<file path="src/rtl/cachewbbuf_pkg.sv">
// Shared types and constants for the victim writeback buffer.
package cachewbbuf_pkg;
    localparam int LINELEN_DEF = 512;
    localparam int BEATLEN_DEF = 64;
    localparam int NBEATS      = LINELEN_DEF / BEATLEN_DEF;
    localparam int BEATIDXLEN  = (NBEATS > 1) ? $clog2(NBEATS) : 1;

    typedef enum logic {IDLE, BURST} wbstatetype;

    // Beat index width, kept at least one bit for single-beat lines.
    function automatic int beatIdxLen(int nbeats);
        return (nbeats > 1) ? $clog2(nbeats) : 1;
    endfunction
endpackage

</file>
<file path="src/rtl/cachewbbuf_beatsel.sv">
// Beat mux and byte-address generator for the line currently being drained.
module cachewbbeatsel import cachewbbuf_pkg::*; #(
    parameter int LINELEN   = LINELEN_DEF,
    parameter int BEATLEN   = BEATLEN_DEF,
    parameter int PA_BITS   = 56,
    parameter int OFFSETLEN = 6,
    parameter int NB        = LINELEN / BEATLEN,
    parameter int BI        = beatIdxLen(NB)
) (
    input  logic                         en,
    input  logic [LINELEN-1:0]           line,
    input  logic [PA_BITS-OFFSETLEN-1:0] lineAdr,
    input  logic [BI-1:0]                beat,
    output logic [PA_BITS-1:0]           adr,
    output logic [BEATLEN-1:0]           data,
    output logic                         last
);
    // Outputs forced to zero when idle so the bus sees clean values.
    always_comb begin
        data = '0;
        if (en) begin
            for (int i = 0; i < NB; i++) begin
                if (beat == BI'(i)) data = line[i*BEATLEN +: BEATLEN];
            end
        end
    end

    assign adr  = en ? ({lineAdr, {OFFSETLEN{1'b0}}} + PA_BITS'(beat) * PA_BITS'(BEATLEN/8)) : '0;
    assign last = en && (beat == BI'(NB-1));
endmodule

</file>
<file path="src/rtl/cachewbbuf.sv">
// Two-entry victim writeback buffer: accepts whole dirty lines, drains them as bus bursts.
module cachewbbuf import cachewbbuf_pkg::*; #(
    parameter int LINELEN   = LINELEN_DEF,
    parameter int BEATLEN   = BEATLEN_DEF,
    parameter int PA_BITS   = 56,
    parameter int OFFSETLEN = 6
) (
    input  logic               clk,
    input  logic               reset,
    input  logic               EvictValid,
    output logic               EvictReady,
    input  logic [PA_BITS-1:0] EvictAdr,
    input  logic [LINELEN-1:0] EvictLine,
    output logic               BusReq,
    output logic [PA_BITS-1:0] BusAdr,
    output logic [BEATLEN-1:0] BusData,
    output logic               BusLast,
    input  logic               BusAck,
    input  logic [PA_BITS-1:0] ProbeAdr,
    output logic               ProbeHit,
    output logic               Empty
);
    localparam int NB = LINELEN / BEATLEN;
    localparam int BI = beatIdxLen(NB);
    localparam int LA = PA_BITS - OFFSETLEN;

    wbstatetype              state, nextState;
    logic [1:0]              entVld;
    logic [1:0][LA-1:0]      entAdr;
    logic [1:0][LINELEN-1:0] entLine;
    logic                    wrPtr, rdPtr;
    logic [1:0]              count;
    logic [BI-1:0]           beat;
    logic                    enq, ack, lastAck;
    logic                    unusedOffsetBits;

    assign unusedOffsetBits = ^{EvictAdr[OFFSETLEN-1:0], ProbeAdr[OFFSETLEN-1:0]};

    // Ready looks only at registered count; a same-cycle dequeue does not help.
    assign EvictReady = (count < 2'd2);
    assign enq        = EvictValid & EvictReady;
    assign ack        = (state == BURST) & BusAck;
    assign lastAck    = ack & (beat == BI'(NB-1));
    assign Empty      = (count == 2'd0);

    always_ff @(posedge clk or posedge reset) begin
        if (reset) state <= IDLE;
        else       state <= nextState;
    end

    // Stay in BURST across line boundaries when the other slot holds or is receiving a line.
    always_comb begin
        nextState = state;
        case (state)
            IDLE:    if (count != 2'd0) nextState = BURST;
            BURST:   if (lastAck && !(entVld[~rdPtr] || enq)) nextState = IDLE;
            default: nextState = IDLE;
        endcase
    end

    always_comb begin
        BusReq = (state == BURST);
    end

    always_ff @(posedge clk or posedge reset) begin
        if (reset) begin
            entVld  <= '0;
            entAdr  <= '0;
            entLine <= '0;
            wrPtr   <= 1'b0;
            rdPtr   <= 1'b0;
            count   <= '0;
            beat    <= '0;
        end else begin
            if (enq) begin
                entVld[wrPtr]  <= 1'b1;
                entAdr[wrPtr]  <= EvictAdr[PA_BITS-1:OFFSETLEN];
                entLine[wrPtr] <= EvictLine;
                wrPtr          <= ~wrPtr;
            end
            if (lastAck) begin
                entVld[rdPtr] <= 1'b0;
                rdPtr         <= ~rdPtr;
            end
            count <= count + 2'(enq) - 2'(lastAck);
            if (lastAck)  beat <= '0;
            else if (ack) beat <= beat + BI'(1);
        end
    end

    always_comb begin
        ProbeHit = 1'b0;
        for (int i = 0; i < 2; i++) begin
            if (entVld[i] && entAdr[i] == ProbeAdr[PA_BITS-1:OFFSETLEN]) ProbeHit = 1'b1;
        end
    end

    cachewbbeatsel #(
        .LINELEN(LINELEN), .BEATLEN(BEATLEN), .PA_BITS(PA_BITS),
        .OFFSETLEN(OFFSETLEN), .NB(NB), .BI(BI)
    ) beatSel (
        .en     (BusReq),
        .line   (entLine[rdPtr]),
        .lineAdr(entAdr[rdPtr]),
        .beat   (beat),
        .adr    (BusAdr),
        .data   (BusData),
        .last   (BusLast)
    );
endmodule

</file>
<file path="config.mk">
export PLATFORM = sky130hd
export DESIGN_NAME = cachewbbuf
export DESIGN_NICKNAME = d
export VERILOG_FILES = /design/src/rtl/cachewbbuf_pkg.sv /design/src/rtl/cachewbbuf_beatsel.sv /design/src/rtl/cachewbbuf.sv
export SDC_FILE = /design/constraint.sdc
export NUM_CORES = 2
export LEC_CHECK = 0
export ABC_AREA = 0
export BUFFER_PORTS_ARGS = -buffer_cell sky130_fd_sc_hd__buf_4
export CORE_AREA = 2 2 310 312
export CTS_CLUSTER_DIAMETER = 200
export DETAILED_ROUTE_END_ITERATION = 6
export DIE_AREA = 0 0 312 314
export GPL_TIMING_DRIVEN = 1
export PLACE_DENSITY = 0.8
export SLEW_MARGIN = 30
export SYNTH_ARGS = -nofsm -noshare
export SYNTH_HDL_FRONTEND = slang
export SYNTH_HIERARCHICAL = 1
export SYNTH_SLANG_ARGS = --single-unit
export TNS_END_PERCENT = 20
</file>
<file path="constraint.sdc">
create_clock -name clk -period 38.4 [get_ports clk]
set_input_delay 3.84 -clock clk [delete_from_list [all_inputs] [get_ports clk]]
set_output_delay 3.84 -clock clk [all_outputs]
set_load 0.03 [all_outputs]
</file>
Word-level counts from Yosys, hierarchy flattened
Cells that the tools add are included.

word-level totals
  output and inout port bits = 125
  word-level logic and storage cells = 85
  register bits = 1134
  input bits = 628

cells by class
  eq/ne operators = 9
  magnitude comparators = 6
  mux-type cells = 35
  $add $sub $neg = 4
  reductions and logical operators = 12
  bitwise operators = 9

operators by type and width
  operator                                              count
  two-way mux 512 bit                                   3
  bitwise mux 1024 bit                                  1
  two-way mux 64 bit                                    9
  demux 512 bit (select 1 bit)                          1
  two-way mux 50 bit                                    3
  bitwise mux 100 bit                                   1
  equality test 50 bit                                  2
  adder 56 x 6 -> 56 bit                                1
  two-way mux 56 bit                                    1
  demux 50 bit (select 1 bit)                           1
  equality test 3 bit (second input constant)           4
  two-way mux 1 bit                                     8
  equality test 3 x 2 -> 1 bit (second input constant)  2
  logical AND 1 bit                                     6
  < comparator 1 x 2 -> 1 bit (second input constant)   3
  two-way mux 3 bit                                     2
  two-way mux 2 bit                                     2
  nonzero test 2 bit                                    2
  adder 3 x 1 -> 3 bit (second input constant)          1
  bitwise AND 1 bit                                     3
  equality test 3 x 1 -> 1 bit (second input constant)  1
  logical NOT 3 bit                                     1
  NOT 1 bit                                             3
  adder 2 x 1 -> 2 bit                                  1
  other kinds (11)                                      13

Logic depth before layout (Yosys ltp)
  depth after elaboration = 11
  gate-level depth with buffers = 9

By module
Netlist, hierarchy kept.

modules (own cells, without submodules)
  module          area an instance (sq um)  instances  cells each  seq. area each (sq um)
  cachewbbuf      49881.6                   1          4366        28377.2
  cachewbbeatsel  4640.7                    1          566         0.0

Worst setup path before layout
No wires, ideal clock.

  path type = input -> output
  from = input ProbeAdr[15]
  to = output ProbeHit
  arrival time = 4.954 ns
  path slack = 29.606 ns
  data required time = 34.560 ns
  buffers on the path = 0
  stages = 5
  cell sequence = xnor2_1 nand4_1 nor4_1 nand4_1 o22ai_1

between the ends
  longest elaborated chain between the ends = 4

ends and longest elaborated chain
  element                line              text
  start, declared        cachewbbuf.sv:19  input logic [PA_BITS-1:0] ProbeAdr,
  equality test 50 bit   cachewbbuf.sv:94  if (entVld[i] && entAdr[i] == ProbeAdr[PA_BITS-1:OFFSETLEN]) ProbeHit = 1'b1;
  logical AND 1 bit      cachewbbuf.sv:94
  two-way mux 1 bit      cachewbbuf.sv:94
  two-way mux 1 bit (*)  cachewbbuf.sv:94
  end, declared          cachewbbuf.sv:20  output logic ProbeHit,

Every way passes the cells marked *; elsewhere a longest branch is shown, timed or not.

Final worst setup path
  from = input ProbeAdr[16]
  to = output ProbeHit

The elaborated chain is that of the path after synthesis.

==> results by group <==
Timing
  • Fin Setup TNS: 0 ns
  • Crit share post-route: 0.260
  • Final Max Tran Viols: 0
  • Final setup vio count: 0
  • Worst Tran Pin Value: 1.19 ns
  • Peak Freq: 100 MHz
  • Final Hold Fails: 0
  • RSZ-0062 raised after global routing: no
  • Post-layout minimum cycle time: 9.99 ns
  • Final worst clock skew: approximately 0.026 ns
  • Max_slew headroom: 0.206
  • Hold slack: 0.468 ns

Global routing
  • First-pass GRT wire length: between 200000 and 250000 um
  • Global Route Usage Sum: 0.331
  • Largest net degree at the start of global routing: 194
  • Initial antenna violation count: between 90 and 100
  • Gr ovfl total: 0
  • Number of global-route vias before repair: 40800

Cells and area
  • Footprint of the multi-input gates: between 20000 and 25000 um^2
  • Most frequent cells in the layout: nand2_1 (1705), mux2_2 (1168), dfrtp_1 (1129)
  • Fraction of layout instances using a drive strength above 1: 0.394
  • Syn-to-layout area delta: 18.6%
  • Sequential cell area: 28400 um^2
  • Commonest non-fill, non-tap cell in the layout: nand2_1
  • Fillcell total: 6887
  • Final Net Count: 6148

Clock network
  • CTS Sinks: around 1100
  • H-tree levels: 3
  • Cts repair resizes: 0
  • Worst-skew pair later-pin latency: just over 0.7 ns
  • Clock Tree Buf Depth: 3
  • Reg clk slew, reported paths: around 0.060 ns
  • Post-CTS Setup Bufs: 0
  • CTS tree: built
  • # hold bufs at CTS: 0
  • TritonCTS Buffers: 115
  • CTS Root Cell: clkbuf_16

Floorplan
  • Die Wd: about 310 um
  • DIE AREA: 98000 um^2
  • Core footprint: 94400 um^2
  • Starting Density: 0.577
  • Row count: 113
  • Die Y-Extent: 314 um
  • I/O pins: ~750

Power and ir drop
  • Gate power share: 0.465
  • VDD IR max: 0.0652 mV
  • Internal power: 3.77 mW
  • Clock power share: 0.186
  • LEAKAGE: 31.0 nW
  • Net Switching: 2.36 mW
  • Power per cell area: 94.8 nW/um^2
  • Total Power: 6.13 mW
  • Net Sw Frac: 0.384
  • Sequential Power Share: 0.349

Route
  • Total wire length: 165000 um
  • Total number of vias: 39800
  • WL per Instance: between 20 and 25 um
  • DR iter-0 viols: 3803
  • Drt via density: 5.72
  • Antenna Nets Post-Route: 0
  • DR DRC count: 0
  • DR pass1 iterations: 7

Placement
  • Gpl congestion: 1.00
  • Detailed Place HPWL: ~110000 um
  • Port Buf Inserts: around 740

Logic synthesis
  • Yosys reg bits: 1134
  • Sequential share of the synthesized area: 0.520
  • Syn. warnings: 6
  • Post-Syn Area: 54500 um^2
  • Post-synth EDFFs: 0
  • Netlist cell types: 52
  • Cells after Synth: between 4000 and 5000
  • Fraction of registers with async set or reset after synthesis: 1.00
  • Mean post-synth cell area: 11.1 um^2
  • Ys flop type: dfrtp_1

Setup path
  • Crit path kind: in -> out
  • Worst Setup End Kind: output pin
  • CP max FO: 2
  • Data required time of the critical path: around 35 ns
  • Worst setup SP type: input pin
  • FF-to-FF setup slack: 34.14 ns
  • Crit path DAT: roughly 6 ns

Min path
  • Hold crit path type: reg -> reg

Status
  • Outcome: complete, no violations

Job
  • Max-cap check violation count: 0
[cells by family after synthesis]
| family | count (synthesis) | synth area share |
|---|---|---|
| flops | 1134 | 0.520 |
| fa+ha+maj | 4 | 0.000918 |
| xor+xnor | 96 | 0.0154 |
| other cells | 1 | 0.0000688 |
| compound gates | 226 | 0.0264 |
| buf+inv | 337 | 0.0316 |
| mux | 1247 | 0.270 |
| simple gates | 1887 | 0.136 |
[synth_stat cells, types with 9 or more instances]
| master | instances | area share |
|---|---|---|
| xnor2_1 | 71 | 0.011 |
| mux4_2 | 52 | 0.021 |
| o21ai_1 | 9 | 0.00083 |
| buf_2 | 195 | 0.018 |
| dfrtp_1 | 1134 | 0.52 |
| nor4_1 | 11 | 0.0013 |
| and2_1 | 53 | 0.0061 |
| o22ai_1 | 57 | 0.0065 |
| buf_1 | 20 | 0.0014 |
| o21ai_0 | 75 | 0.0069 |
| nand4_1 | 19 | 0.0022 |
| mux2_2 | 1168 | 0.24 |
| inv_1 | 13 | 0.00090 |
| xor2_1 | 25 | 0.0040 |
| a21oi_1 | 15 | 0.0014 |
| nor2_1 | 64 | 0.0044 |
| mux2i_1 | 15 | 0.0028 |
| nand2b_1 | 10 | 0.0011 |
| clkbuf_1 | 64 | 0.0044 |
| a211oi_1 | 52 | 0.0072 |
| nand2_1 | 1705 | 0.12 |
| buf_4 | 33 | 0.0045 |
[layer usage]
metal,wire (um),GRT usage
met5,247,0
met2,75400,0.493
met4,9590,0.206
met3,12800,0.0760
met1,66800,0.442
[state kept, by name (all words and copies together), names as in the netlist]
register / flops
BusReq: 1
rdPtr: 1
wrPtr: 1
count: 2
entVld: 2
beat: 3
entAdr: 100
entLine: 1024
[power groups by stage]
stage | sequential (mW) | clock [mW] | combinational, mW
after CTS | 2.13 | 1.15 | 2.82
after detailed placement | 2.14 | 0 | 2.80
after global placement | 2.10 | 0 | 2.73
after global routing | 2.21 | 1.20 | 3.03
after floorplan | 2.03 | 0 | 2.05
final | 2.14 | 1.14 | 2.85
[worst max-delay path: stages]
cell     delay (ns)
buf_4          0.12
xnor2_1        0.58
nand4_1        0.18
nor4_1         0.49
nand4_1        0.15
o22ai_1        0.52
buf_4          0.27
[through the flow]
step	setup WS [ns]	instance area [um^2]	utilization	cells
3_3_place_gp	28.59	60400	0.640	6657
6_report	28.41	64700	0.685	6953
5_1_grt	28.56	64700	0.685	6952
4_1_cts	28.58	64300	0.681	6870
2_1_floorplan	2.62	54500	-	4934
3_5_place_dp	28.61	60500	0.640	6657
[path summary, 6_finish.rpt]
| check | from | endpoint | cells after the start |
|---|---|---|---|
| hold / removal | entLine[30] | entLine[30] | 2 |
| min in group asynchronous | reset | entLine[901] | 2 |
| setup / recovery | ProbeAdr[16] | ProbeHit | 7 |
| hold reg to reg | entLine[30] | entLine[30] | 2 |
| max in group asynchronous | reset | entLine[734] | 7 |
| setup reg to reg | count[1] | entLine[272] | 8 |
[cell type report]
type | count | area share
well taps | 1265 | 0.0245
inverters | 14 | 0.00101
flip-flops and latches | 1134 | 0.439
diodes | 76 | 0.00294
multi-input cells | 3463 | 0.378
clock buffers | 179 | 0.0530
repair buffers | 788 | 0.0954
clock inverters | 34 | 0.00611
Note: power is estimated with default switching activity, not from simulation.
